===== config.mk =====
export PLATFORM = sky130hd
export DESIGN_NAME = event_counter_bank_flat
export DESIGN_NICKNAME = d
export VERILOG_FILES = /design/src/rtl/event_counter_bank_if.sv /design/src/rtl/event_counter_bank.sv /design/src/flat_wrapper.sv
export SDC_FILE = /design/constraint.sdc
export NUM_CORES = 1
export LEC_CHECK = 0
export ABC_CLOCK_PERIOD_IN_PS = 11760
export CORE_MARGIN = 5
export CORE_UTILIZATION = 60
export DETAILED_ROUTE_END_ITERATION = 7
export DONT_BUFFER_PORTS = 1
export PLACE_DENSITY = 0.76
export RECOVER_POWER = 50
export SLEW_MARGIN = 10
export SYNTH_ARGS = -nofsm -noshare
export SYNTH_HDL_FRONTEND = slang
export SYNTH_SLANG_ARGS = --single-unit

===== constraint.sdc =====
create_clock -name clk -period 11.76 [get_ports clk]
set_input_delay 2.352 -clock clk [delete_from_list [all_inputs] [get_ports clk]]
set_output_delay 2.352 -clock clk [all_outputs]
set_load 0.005 [all_outputs]

===== src/rtl/event_counter_bank_if.sv =====
// Read-port bundle for event_counter_bank.
// The consumer (master) issues rd_req/rd_sel and accepts with rd_ready;
// the counter bank (slave) answers with rd_valid/rd_data.
interface event_counter_bank_if #(
    parameter int WIDTH = 32,
    parameter int SEL_W = 2
);
    logic             rd_req;
    logic [SEL_W-1:0] rd_sel;
    logic             rd_ready;
    logic             rd_valid;
    logic [WIDTH-1:0] rd_data;

    modport master (
        output rd_req,
        output rd_sel,
        output rd_ready,
        input  rd_valid,
        input  rd_data
    );

    modport slave (
        input  rd_req,
        input  rd_sel,
        input  rd_ready,
        output rd_valid,
        output rd_data
    );
endinterface


===== src/rtl/event_counter_bank.sv =====
// event_counter_bank: CHANNELS independent event counters of WIDTH bits with
// sticky overflow flags and a one-deep read port (IDLE/VALID handshake).
// SATURATE=0 wraps to zero on overflow, SATURATE=1 holds at the maximum.
// Optional feature: define EVENT_COUNTER_SNAPSHOT_EN to add a snapshot input
// that copies every counter into a shadow bank; reads then return shadow values.
module event_counter_bank #(
    parameter int WIDTH    = 32,
    parameter int CHANNELS = 4,
    parameter int SATURATE = 0
) (
    input  logic                clk,
    input  logic                reset,
    input  logic                enable,
    input  logic                clear,
    input  logic [CHANNELS-1:0] events,
`ifdef EVENT_COUNTER_SNAPSHOT_EN
    input  logic                snapshot,
`endif
    event_counter_bank_if.slave rd,
    output logic [CHANNELS-1:0] ovf
);
    localparam logic [WIDTH-1:0] CNT_MAX = '1;

    typedef enum logic {IDLE, VALID} rd_state_t;

    rd_state_t        state;
    logic [WIDTH-1:0] count     [CHANNELS];
    logic [WIDTH-1:0] count_nxt [CHANNELS];
    logic             count_hit [CHANNELS];
    logic [WIDTH-1:0] read_src  [CHANNELS];
    logic [WIDTH-1:0] sel_value;

    // Incremented value of one counter; the MSB flags that it was at maximum,
    // the low bits either wrap to zero or stick at maximum.
    function automatic logic [WIDTH:0] count_step(input logic [WIDTH-1:0] cur);
        logic [WIDTH:0] res;
        if (cur == CNT_MAX) begin
            res = (SATURATE != 0) ? {1'b1, CNT_MAX} : {1'b1, {WIDTH{1'b0}}};
        end else begin
            res = {1'b0, cur + WIDTH'(1)};
        end
        return res;
    endfunction

    // Per-channel next value and overflow hit, used only when that channel counts
    always_comb begin
        for (int i = 0; i < CHANNELS; i++) begin
            {count_hit[i], count_nxt[i]} = count_step(count[i]);
        end
    end

    // Live counters and sticky flags: clear wins, otherwise enable gates counting
    always_ff @(posedge clk or posedge reset) begin
        if (reset) begin
            for (int i = 0; i < CHANNELS; i++) begin
                count[i] <= '0;
            end
            ovf <= '0;
        end else if (clear) begin
            for (int i = 0; i < CHANNELS; i++) begin
                count[i] <= '0;
            end
            ovf <= '0;
        end else if (enable) begin
            for (int i = 0; i < CHANNELS; i++) begin
                if (events[i]) begin
                    count[i] <= count_nxt[i];
                    if (count_hit[i]) begin
                        ovf[i] <= 1'b1;
                    end
                end
            end
        end
    end

`ifdef EVENT_COUNTER_SNAPSHOT_EN
    logic [WIDTH-1:0] shadow [CHANNELS];

    // Shadow bank ignores clear, so a same-edge clear still captures the old counts
    always_ff @(posedge clk or posedge reset) begin
        if (reset) begin
            for (int i = 0; i < CHANNELS; i++) begin
                shadow[i] <= '0;
            end
        end else if (snapshot) begin
            for (int i = 0; i < CHANNELS; i++) begin
                shadow[i] <= count[i];
            end
        end
    end

    // Reads are served from the frozen shadow copy
    always_comb begin
        for (int i = 0; i < CHANNELS; i++) begin
            read_src[i] = shadow[i];
        end
    end
`else
    // Reads are served from the live counters
    always_comb begin
        for (int i = 0; i < CHANNELS; i++) begin
            read_src[i] = count[i];
        end
    end
`endif

    // Channel mux; selections past the last channel read as zero
    always_comb begin
        sel_value = '0;
        for (int i = 0; i < CHANNELS; i++) begin
            if (int'(rd.rd_sel) == i) begin
                sel_value = read_src[i];
            end
        end
    end

    // Read FSM: capture once on request, then hold the word until accepted
    always_ff @(posedge clk or posedge reset) begin
        if (reset) begin
            state       <= IDLE;
            rd.rd_valid <= 1'b0;
            rd.rd_data  <= '0;
        end else begin
            case (state)
                IDLE: begin
                    if (rd.rd_req) begin
                        state       <= VALID;
                        rd.rd_valid <= 1'b1;
                        rd.rd_data  <= sel_value;
                    end
                end
                VALID: begin
                    if (rd.rd_ready) begin
                        state       <= IDLE;
                        rd.rd_valid <= 1'b0;
                    end
                end
                default: begin
                    state       <= IDLE;
                    rd.rd_valid <= 1'b0;
                end
            endcase
        end
    end
endmodule


===== src/flat_wrapper.sv =====
// flat-port wrapper written by rule: the top's interface ports become plain ports
module event_counter_bank_flat 
#(
    parameter int WIDTH    = 32,
    parameter int CHANNELS = 4,
    parameter int SATURATE = 0
)
  (clk, reset, enable, clear, events, ovf, rd_rd_req, rd_rd_sel, rd_rd_ready, rd_rd_valid, rd_rd_data);
  event_counter_bank_if #(.WIDTH(WIDTH), .SEL_W(2)) rd_i ();
  input  logic clk;
  input  logic reset;
  input  logic enable;
  input  logic clear;
  input  logic [CHANNELS-1:0] events;
  output logic [CHANNELS-1:0] ovf;
  input wire logic [$bits(rd_i.rd_req)-1:0] rd_rd_req;
  input wire logic [$bits(rd_i.rd_sel)-1:0] rd_rd_sel;
  input wire logic [$bits(rd_i.rd_ready)-1:0] rd_rd_ready;
  output wire logic [$bits(rd_i.rd_valid)-1:0] rd_rd_valid;
  output wire logic [$bits(rd_i.rd_data)-1:0] rd_rd_data;
  assign rd_i.rd_req = rd_rd_req;
  assign rd_i.rd_sel = rd_rd_sel;
  assign rd_i.rd_ready = rd_rd_ready;
  assign rd_rd_valid = rd_i.rd_valid;
  assign rd_rd_data = rd_i.rd_data;
  event_counter_bank #(.WIDTH(WIDTH), .CHANNELS(CHANNELS), .SATURATE(SATURATE)) u_core (.clk(clk), .reset(reset), .enable(enable), .clear(clear), .events(events), .rd(rd_i), .ovf(ovf));
endmodule

==> tab_implementation.tex, run 1 <==
\begin{tabular}{lr}
\hline
Metric & Value \\
\hline
\multicolumn{2}{l}{\textbf{Outcome}} \\
\quad Run status & complete, but fails checks \\
\quad Violated checks & max-capacitance violations, max-slew violations \\
\multicolumn{2}{l}{\textbf{Critical path}} \\
\quad Critical setup path kind & primary input to asynchronous set/reset pin \\
\quad Critical Path RT & 12.17 ns \\
\quad Reg-to-reg slack, setup & 8.68 ns \\
\quad Number of stages on the worst setup path & 2 \\
\quad Crit end category & asynchronous set/reset pin \\
\quad Critical R2R Launch & u\_core.count[99] \\
\quad Crit Path Max Fanout & 84 \\
\quad Critical Path Start Type & primary input \\
\quad Critical Path End & u\_core.count[17] \\
\quad List of cells traversed by the critical path & clkinvlp\_2, buf\_4 \\
\quad Critical register-to-register path endpoint & u\_core.count[98] \\
\quad R2R cell count & 5 \\
\quad Max stage delay on crit path & 2.03 ns \\
\quad Crit-path slowest cell & sky130\_fd\_sc\_hd\_\_clkinvlp\_2 \\
\quad Data arrival time of the critical path & 5.54 ns \\
\quad Startpoint of the most critical setup path & reset \\
\quad Buffers plus inverters on the worst setup path & 2 \\
\quad Family with the most delay on the worst path & buffers and inverters \\
\multicolumn{2}{l}{\textbf{Job}} \\
\quad Total of max-cap violations & 2 \\
\multicolumn{2}{l}{\textbf{Synthesis}} \\
\quad Fraction of synthesized area in multiplexers & 12.07\% \\
\quad Share of the synthesized netlist area taken by xor and xnor gates & 9.778\% \\
\quad Flip-flop and latch count after synthesis & 166 \\
\quad Number of synthesized flops with an enable pin & 0 \\
\quad Number of cells produced by synthesis & 864 \\
\quad Basic-gate share of the synthesized area counting and, or, nand and nor cells & 24.17\% \\
\quad Commonest register cell after synthesis & sky130\_fd\_sc\_hd\_\_dfrtp\_1 \\
\quad Portion of the post-synthesis area used by sequential elements & 46.38\% \\
\quad Asr flop ratio synth & 100.0\% \\
\quad Post-synthesis adder-cell area fraction & 0.5587\% \\
\quad Distinct cells, synth & 52 \\
\quad Largest family of logic cells by synthesized area & simple AND/OR/NAND/NOR gates \\
\quad Warnings, synthesis & 0 \\
\quad Post-synthesis compound-gate area fraction & 4.805\% \\
\quad Post-Synthesis Net Count & 880 \\
\quad Average size of a mapped cell & 10.37 um\^{}2 \\
\quad Area of the mapped netlist & 8957 um\^{}2 \\
\multicolumn{2}{l}{\textbf{Timing}} \\
\quad Max Clock Freq & 194.6 MHz \\
\quad Final period util & 43.69\% \\
\quad Setup violators final & 0 \\
\quad Setup WS post-layout & 6.623 ns \\
\quad Number of max-slew violations in the final report & 118 \\
\quad Worst slew margin relative to its limit & -145.1\% \\
\quad Hold Vio Cnt, Final & 0 \\
\quad Setup repair after global routing missed its margin & false \\
\quad Setup TNS after final layout & 0 ns \\
\quad Actual transition at the worst max-transition pin & 3.657 ns \\
\quad Fin Clk Skew & 0.008009 ns \\
\quad Shortest period the worst path allows & 5.137 ns \\
\multicolumn{2}{l}{\textbf{Clocking}} \\
\quad Quantity of gates resized following cts & 0 \\
\quad \# Post-CTS Setup Buffers & 0 \\
\quad Clock insertion delay at the later pin of the skew report & 0.44 ns \\
\quad Hold buffer count at cts & 0 \\
\quad Register clock-pin slew on the reported worst setup and hold paths & 0.06 ns \\
\quad CTS H-tree lvls & 4 \\
\quad TritonCTS Buffers & 17 \\
\quad CTS Root Buffer Type & sky130\_fd\_sc\_hd\_\_clkbuf\_16 \\
\quad Max Buffers Root-to-Sink & 2 \\
\quad TritonCTS clock tree & done \\
\quad CTS sink cnt & 166 \\
\multicolumn{2}{l}{\textbf{Floorplan}} \\
\quad Floorplan die width & 132.2 um \\
\quad Height of the chip & 132.2 um \\
\quad \# rows & 44 \\
\quad Die area & 17470 um\^{}2 \\
\quad Effective utilization at floorplan & 61.40\% \\
\quad Top-Level Pins & 49 \\
\quad Core region area & 14590 um\^{}2 \\
\multicolumn{2}{l}{\textbf{GRT}} \\
\quad Wire length of the first global-routing pass & 38.60 mm \\
\quad Total routing usage reported by global routing & 27.97\% \\
\quad Leftover overflow at the end of global routing & 0 \\
\quad Via count of the first global-routing pass & 6996 \\
\quad Initial antenna violation count & 1 \\
\quad Maximum number of pins on one net before global-route repair & 85 \\
\multicolumn{2}{l}{\textbf{Detailed routing}} \\
\quad Total number of vias & 7099 \\
\quad Wire length after detailed routing & 23.75 mm \\
\quad DRT Pass-1 Iters & 5 \\
\quad Count of routing violations after the opening detailed-route iteration & 884 \\
\quad Average vias per placed instance & 6.780 \\
\quad Avg WL per Cell & 22.68 um \\
\quad DRC errors left & 0 \\
\quad Antenna violation net count after detailed routing & 0 \\
\multicolumn{2}{l}{\textbf{Power}} \\
\quad Overall power consumption & 1.199 mW \\
\quad Highest ir drop seen on vdd & 96.75 uV \\
\quad Power Density & 124.3 nW/um\^{}2 \\
\quad Static power due to leakage & 3.942 nW \\
\multicolumn{2}{l}{\textbf{Finish}} \\
\quad Most frequent cells in the layout & sky130\_fd\_sc\_hd\_\_dfrtp\_1, sky130\_fd\_sc\_hd\_\_nor2\_1, sky130\_fd\_sc\_hd\_\_nand2\_1 \\
\quad Final net count & 866 \\
\quad Final standard cell count with taps included and fillers excluded & 1047 \\
\quad Most common cell after layout, fill and taps aside & sky130\_fd\_sc\_hd\_\_dfrtp\_1 \\
\quad Antenna diode instance count & 0 \\
\quad Fraction of layout cells with a size suffix above 1 & 12.28\% \\
\quad Area growth from synthesis to layout & 7.655\% \\
\multicolumn{2}{l}{\textbf{Placed design}} \\
\quad Placed instance count & 1015 \\
\quad Weighted congestion at the end of routability-driven global placement & 0.9292 \\
\quad Post-Place Setup Slack & 7.632 ns \\
\quad Quantity of I/O buffers inserted on ports & 0 \\
\quad Final HPWL from detailed placement & 17.20 mm \\
\multicolumn{2}{l}{\textbf{Min path}} \\
\quad Hold crit path type & register to register \\
\hline
\end{tabular}
## per-layer routing
| layer | global-route usage [%] | up-vias | share of wire [%] |
|---|---|---|---|
| li1 | - | 3118 | - |
| met5 | 0 | - | 0.055 |
| met3 | 6.069 | 72 | 8.5 |
| met4 | 11.26 | 2 | 3.3 |
| met1 | 39.42 | 3559 | 41 |
| met2 | 42.59 | 348 | 48 |
## metrics by stage
stage / hold slack (ns) / area, um^2 / utilization [%]
after floorplan: 0.4625 / 8957 / -
after global placement: 0.4904 / 9054 / 62.06
after detailed placement: 0.5135 / 9054 / 62.06
after CTS: 0.5226 / 9653 / 66.17
after global routing: 0.5267 / 9643 / 66.10
final: 0.5114 / 9643 / 66.10
## final cells by class
cell class	count	area [um^2]
clock inverters	12	152.6
well taps	184	230.2
clock buffers	20	446.7
flip-flops and latches	166	4154
multi-input cells	652	4602
inverters	10	38.79
repair buffers	3	18.77
fillers	1109	4946
## synthesized netlist by cell type (2+ instances only)
cell / number / area [um^2]
sky130_fd_sc_hd__nor4b_1: 2 / 17.52
sky130_fd_sc_hd__nor3b_1: 2 / 15.01
sky130_fd_sc_hd__a31oi_1: 3 / 18.77
sky130_fd_sc_hd__o311ai_0: 2 / 17.52
sky130_fd_sc_hd__nor3_1: 27 / 135.1
sky130_fd_sc_hd__nor2_1: 127 / 476.7
sky130_fd_sc_hd__and4_1: 18 / 157.7
sky130_fd_sc_hd__a21o_1: 5 / 37.54
sky130_fd_sc_hd__a21oi_1: 19 / 95.09
sky130_fd_sc_hd__o21ai_0: 10 / 50.05
sky130_fd_sc_hd__xnor2_1: 58 / 508.0
sky130_fd_sc_hd__nand2_1: 64 / 240.2
sky130_fd_sc_hd__nand4_1: 42 / 262.8
sky130_fd_sc_hd__nor4_1: 28 / 175.2
sky130_fd_sc_hd__ha_1: 4 / 50.05
sky130_fd_sc_hd__or4_1: 5 / 37.54
sky130_fd_sc_hd__clkbuf_1: 23 / 86.33
sky130_fd_sc_hd__a31o_2: 3 / 26.28
sky130_fd_sc_hd__or3_1: 10 / 62.56
sky130_fd_sc_hd__o2111ai_1: 2 / 17.52
sky130_fd_sc_hd__o21a_1: 4 / 30.03
sky130_fd_sc_hd__nor2b_1: 3 / 18.77
sky130_fd_sc_hd__buf_2: 8 / 40.04
sky130_fd_sc_hd__and3_1: 17 / 106.4
sky130_fd_sc_hd__inv_1: 10 / 37.54
sky130_fd_sc_hd__xor2_1: 42 / 367.9
sky130_fd_sc_hd__dfrtp_1: 166 / 4154
sky130_fd_sc_hd__nor4_4: 2 / 42.54
sky130_fd_sc_hd__nand4_2: 2 / 25.02
sky130_fd_sc_hd__buf_1: 3 / 11.26
sky130_fd_sc_hd__mux4_2: 32 / 720.7
sky130_fd_sc_hd__mux2_2: 32 / 360.4
sky130_fd_sc_hd__o31ai_1: 7 / 52.55
sky130_fd_sc_hd__or2_2: 2 / 12.51
sky130_fd_sc_hd__o211ai_1: 2 / 15.01
sky130_fd_sc_hd__nand3_1: 53 / 265.3
sky130_fd_sc_hd__and2_1: 8 / 50.05
sky130_fd_sc_hd__a22o_1: 3 / 26.28
## cell families after synthesis
| logic type | after synthesis |
|---|---|
| and+or+nand+nor | 419 |
| DFF | 166 |
| xor gates and xnor gates | 100 |
| AOI/OAI and AO/OA | 65 |
| muxes | 64 |
| buffers and inverters | 46 |
| adders and majority gates | 4 |
## power breakdown
group / total, mW / switching, mW / internal, mW
Combinational: 0.0431 / 0.0292 / 0.0139
Sequential: 0.581 / 0.00575 / 0.575
Clock: 0.575 / 0.235 / 0.339
## sequential cells by signal (all words and copies together), names as in the netlist
register and count:
u_core.count 128, u_core.rd.rd_data 32, u_core.state 1, u_core.rd.rd_valid 1
u_core.ovf 4
## worst min-delay path by stage
stage | startpoint | endpoint | slack (ns) | cells after the start
2_1_floorplan | u_core.state | u_core.state | 0.46 | 1
3_3_place_gp | u_core.state | u_core.state | 0.49 | 1
3_5_place_dp | u_core.state | u_core.state | 0.51 | 1
4_1_cts | u_core.state | u_core.state | 0.52 | 1
5_1_grt | u_core.state | u_core.state | 0.53 | 1
6_report | u_core.state | u_core.state | 0.51 | 1
Note: power is estimated with default switching activity, not from simulation.
==> run 2, diff against run 1 <==
- ABC_CLOCK_PERIOD_IN_PS: 11760 -> 4900
- clock period: 11.76 -> 4.9 ns (I/O delays scaled with it)
==> run 2 against run 1 <==
Compared with the run above:
- the run still ends with max-capacitance violations, max-slew violations left
- wire length is 2.5% lower
- first-iteration DRC count is 0.45% lower
- non-clock buffer count stayed put
- setup slack worse by 4.6 ns
- sequential power is 140% higher
- sequential cell count stayed put
- cell area is 0.29% lower
- register-to-register slack worse by 6.7 ns
- critical path depth is 3 higher
- critical path type is now register to register
==> tab_implementation.tex, run 2 (synthesis results as in run 1) <==
\begin{tabular}{lr}
\hline
Metric & Value \\
\hline
\multicolumn{2}{l}{\textbf{Finish}} \\
\quad Fillers & 1077 (-2.9\%) \\
\quad Area taken by multi-input logic gates & 4608 um\^{}2 (+0.14\%) \\
\quad Antenna diode instance count & 0 (unchanged) \\
\quad Largest registers & u\_core.count x128, u\_core.rd.rd\_data x32, u\_core.ovf x4 \\
\quad Area growth from synthesis to layout & 7.347\% \\
\quad Most frequent cells in the layout & sky130\_fd\_sc\_hd\_\_dfrtp\_1, sky130\_fd\_sc\_hd\_\_nor2\_1, sky130\_fd\_sc\_hd\_\_nand2\_1 \\
\quad Number of flip-flops in the largest register & 128 (unchanged) \\
\quad FF+latch area & 4154 um\^{}2 (unchanged) \\
\quad Post-layout instance area & 9615 um\^{}2 (-0.29\%) \\
\quad Fraction of layout cells with a size suffix above 1 & 12.53\% (+0.25 points) \\
\quad Largest Register & u\_core.count \\
\quad Final net count & 866 (unchanged) \\
\quad Most common cell after layout, fill and taps aside & sky130\_fd\_sc\_hd\_\_dfrtp\_1 \\
\multicolumn{2}{l}{\textbf{Timing}} \\
\quad Number of max-slew violations in the final report & 200 (+69\%) \\
\quad Worst slew margin relative to its limit & -50.86\% (+94 points) \\
\quad Actual transition at the worst max-transition pin & 2.263 ns (-1.394 ns) \\
\quad Setup violators final & 0 (unchanged) \\
\quad Final period util & 59.70\% \\
\quad Max Clock Freq & 341.8 MHz \\
\quad Setup repair after global routing missed its margin & false \\
\quad Setup TNS after final layout & 0 ns (unchanged) \\
\quad Hold Vio Cnt, Final & 0 (unchanged) \\
\quad Shortest period the worst path allows & 2.925 ns \\
\quad Fin Clk Skew & 0.01044 ns (+0.002429 ns) \\
\multicolumn{2}{l}{\textbf{Clocking}} \\
\quad Register clock-pin slew on the reported worst setup and hold paths & 0.06 ns (about the same) \\
\quad CTS sink cnt & 166 (unchanged) \\
\quad TritonCTS clock tree & done \\
\quad CTS H-tree lvls & 4 (unchanged) \\
\quad CTS Root Buffer Type & sky130\_fd\_sc\_hd\_\_clkbuf\_16 \\
\quad \# Post-CTS Setup Buffers & 0 (unchanged) \\
\quad Clock insertion delay at the later pin of the skew report & 0.43 ns (about the same) \\
\quad TritonCTS Buffers & 17 (unchanged) \\
\quad Quantity of gates resized following cts & 0 (unchanged) \\
\quad Max Buffers Root-to-Sink & 2 (unchanged) \\
\quad Hold buffer count at cts & 0 (unchanged) \\
\multicolumn{2}{l}{\textbf{Power}} \\
\quad Switch share & 21.90\% (-0.65 points) \\
\quad Overall power consumption & 2.793 mW (+130\%) \\
\quad Comb power frac & 3.7\% (about the same) \\
\quad Switching power total & 0.6116 mW (+130\%) \\
\quad Fraction of power consumed by the clock network & 46.4\% (-1.6 points) \\
\quad Highest ir drop seen on vdd & 259.6 uV (+170\%) \\
\quad Static power due to leakage & 3.928 nW (-0.36\%) \\
\quad Internal power & 2.182 mW (+130\%) \\
\quad Power share of the sequential group & 49.9\% (+1.4 points) \\
\quad Power Density & 290.5 nW/um\^{}2 (+130\%) \\
\multicolumn{2}{l}{\textbf{Floorplan}} \\
\quad Core region area & 14590 um\^{}2 (unchanged) \\
\quad Floorplan die width & 132.2 um (unchanged) \\
\quad \# rows & 44 (unchanged) \\
\quad Effective utilization at floorplan & 61.40\% (unchanged) \\
\quad Height of the chip & 132.2 um (unchanged) \\
\quad Die area & 17470 um\^{}2 (unchanged) \\
\quad Top-Level Pins & 49 (unchanged) \\
\multicolumn{2}{l}{\textbf{GRT}} \\
\quad Wire length of the first global-routing pass & 37.24 mm (-3.5\%) \\
\quad Maximum number of pins on one net before global-route repair & 167 (+96\%) \\
\quad Total routing usage reported by global routing & 26.90\% (-1.1 points) \\
\quad Leftover overflow at the end of global routing & 0 (unchanged) \\
\quad Initial antenna violation count & 0 (-1) \\
\quad Via count of the first global-routing pass & 6816 (-2.6\%) \\
\multicolumn{2}{l}{\textbf{Placed design}} \\
\quad Quantity of I/O buffers inserted on ports & 0 (unchanged) \\
\quad Weighted congestion at the end of routability-driven global placement & 0.9395 (+1.1\%) \\
\quad Final HPWL from detailed placement & 16.69 mm (-3.0\%) \\
\quad Area of placed instances & 9065 um\^{}2 (+0.12\%) \\
\multicolumn{2}{l}{\textbf{Min path}} \\
\quad Launch instance of the worst min-delay path & u\_core.state \\
\quad Hold crit path type & register to register \\
\multicolumn{2}{l}{\textbf{Detailed routing}} \\
\quad Count of routing violations after the opening detailed-route iteration & 880 (-0.45\%) \\
\quad Wire length after detailed routing & 23.15 mm (-2.5\%) \\
\quad DRT Pass-1 Iters & 6 (+1) \\
\quad Average vias per placed instance & 6.626 (-2.3\%) \\
\quad DRC errors left & 0 (unchanged) \\
\quad Avg WL per Cell & 22.13 um (-2.4\%) \\
\quad Antenna violation net count after detailed routing & 0 (unchanged) \\
\quad Total number of vias & 6931 (-2.4\%) \\
\multicolumn{2}{l}{\textbf{Outcome}} \\
\quad Violated checks & max-capacitance violations, max-slew violations \\
\quad Run status & complete, but fails checks \\
\multicolumn{2}{l}{\textbf{Critical path}} \\
\quad Buffers plus inverters on the worst setup path & 0 (-2) \\
\quad Family with the most delay on the worst path & simple AND/OR/NAND/NOR gates \\
\quad Critical R2R Launch & u\_core.count[98] \\
\quad Data arrival time of the critical path & 3.19 ns (-2.35 ns) \\
\quad Critical Path RT & 5.17 ns (-7.00 ns) \\
\quad Critical Path Start Type & register \\
\quad Crit end category & register \\
\quad Startpoint of the most critical setup path & u\_core.count[98] \\
\quad Critical setup path kind & register to register \\
\quad Crit-path slowest cell & sky130\_fd\_sc\_hd\_\_o21a\_1 \\
\quad List of cells traversed by the critical path & and4\_1, nand4\_2, nor4\_4, o21a\_1, nor2\_1 \\
\quad Crit Path Max Fanout & 27 (-68\%) \\
\quad Max stage delay on crit path & 0.85 ns (-1.18 ns) \\
\multicolumn{2}{l}{\textbf{Job}} \\
\quad Total of max-cap violations & 2 (unchanged) \\
\hline
\end{tabular}
==> run 2: worst reg2reg max path, cell delays in order (launching register included) <==
cell and delay [ns]:
sky130_fd_sc_hd__dfrtp_1 0.47, sky130_fd_sc_hd__and4_1 0.30, sky130_fd_sc_hd__nand4_2 0.44, sky130_fd_sc_hd__nor4_4 0.56, sky130_fd_sc_hd__o21a_1 0.85, sky130_fd_sc_hd__nor2_1 0.15
==> run 2: cell type report <==
| class | instances | share of cell area, % |
|---|---|---|
| multi-input combinational | 652 | 47.92 |
| sequential | 166 | 43.20 |
| clock buffer | 21 | 4.789 |
| tap | 184 | 2.394 |
| clock inverter | 10 | 1.093 |
| inverter | 10 | 0.4034 |
| timing repair buffer | 3 | 0.1952 |
==> run 2: power groups by stage <==
stage,combinational [mW],clock [mW],sequential [mW]
2_1_floorplan,0.100,0,1.41
3_3_place_gp,0.103,0,1.42
3_5_place_dp,0.105,0,1.42
4_1_cts,0.106,1.32,1.39
5_1_grt,0.114,1.38,1.39
6_report,0.102,1.30,1.39
==> run 2: worst paths after layout <==
kind	to	slack [ns]	cells after the start
worst max-delay path	u_core.count[106]	1.97	5
worst min-delay path	u_core.state	0.51	1
worst max register to register	u_core.count[106]	1.97	5
worst min register to register	u_core.state	0.51	1
max in group asynchronous	u_core.count[76]	2.20	2
min in group asynchronous	u_core.rd.rd_data[7]	1.16	2
==> run 2: through the flow <==
step / setup slack [ns] / util [%] / hold WS (ns) / instances
after global routing: 1.784 / 65.91 / 0.5420 / 1046
after global placement: 2.177 / 62.14 / 0.4908 / 1015
final: 1.975 / 65.91 / 0.5148 / 1046
after detailed placement: 2.055 / 62.14 / 0.5184 / 1015
after CTS: 2.041 / 66.01 / 0.5256 / 1046
after floorplan: 1.807 / - / 0.4625 / 864
==> run 2: per-layer routing <==
metal / routed length [um] / global-route usage, %
met2: 11110 / 42.56
met3: 2323 / 6.603
met5: 0 / 0
met1: 9224 / 36.93
met4: 490 / 8.597
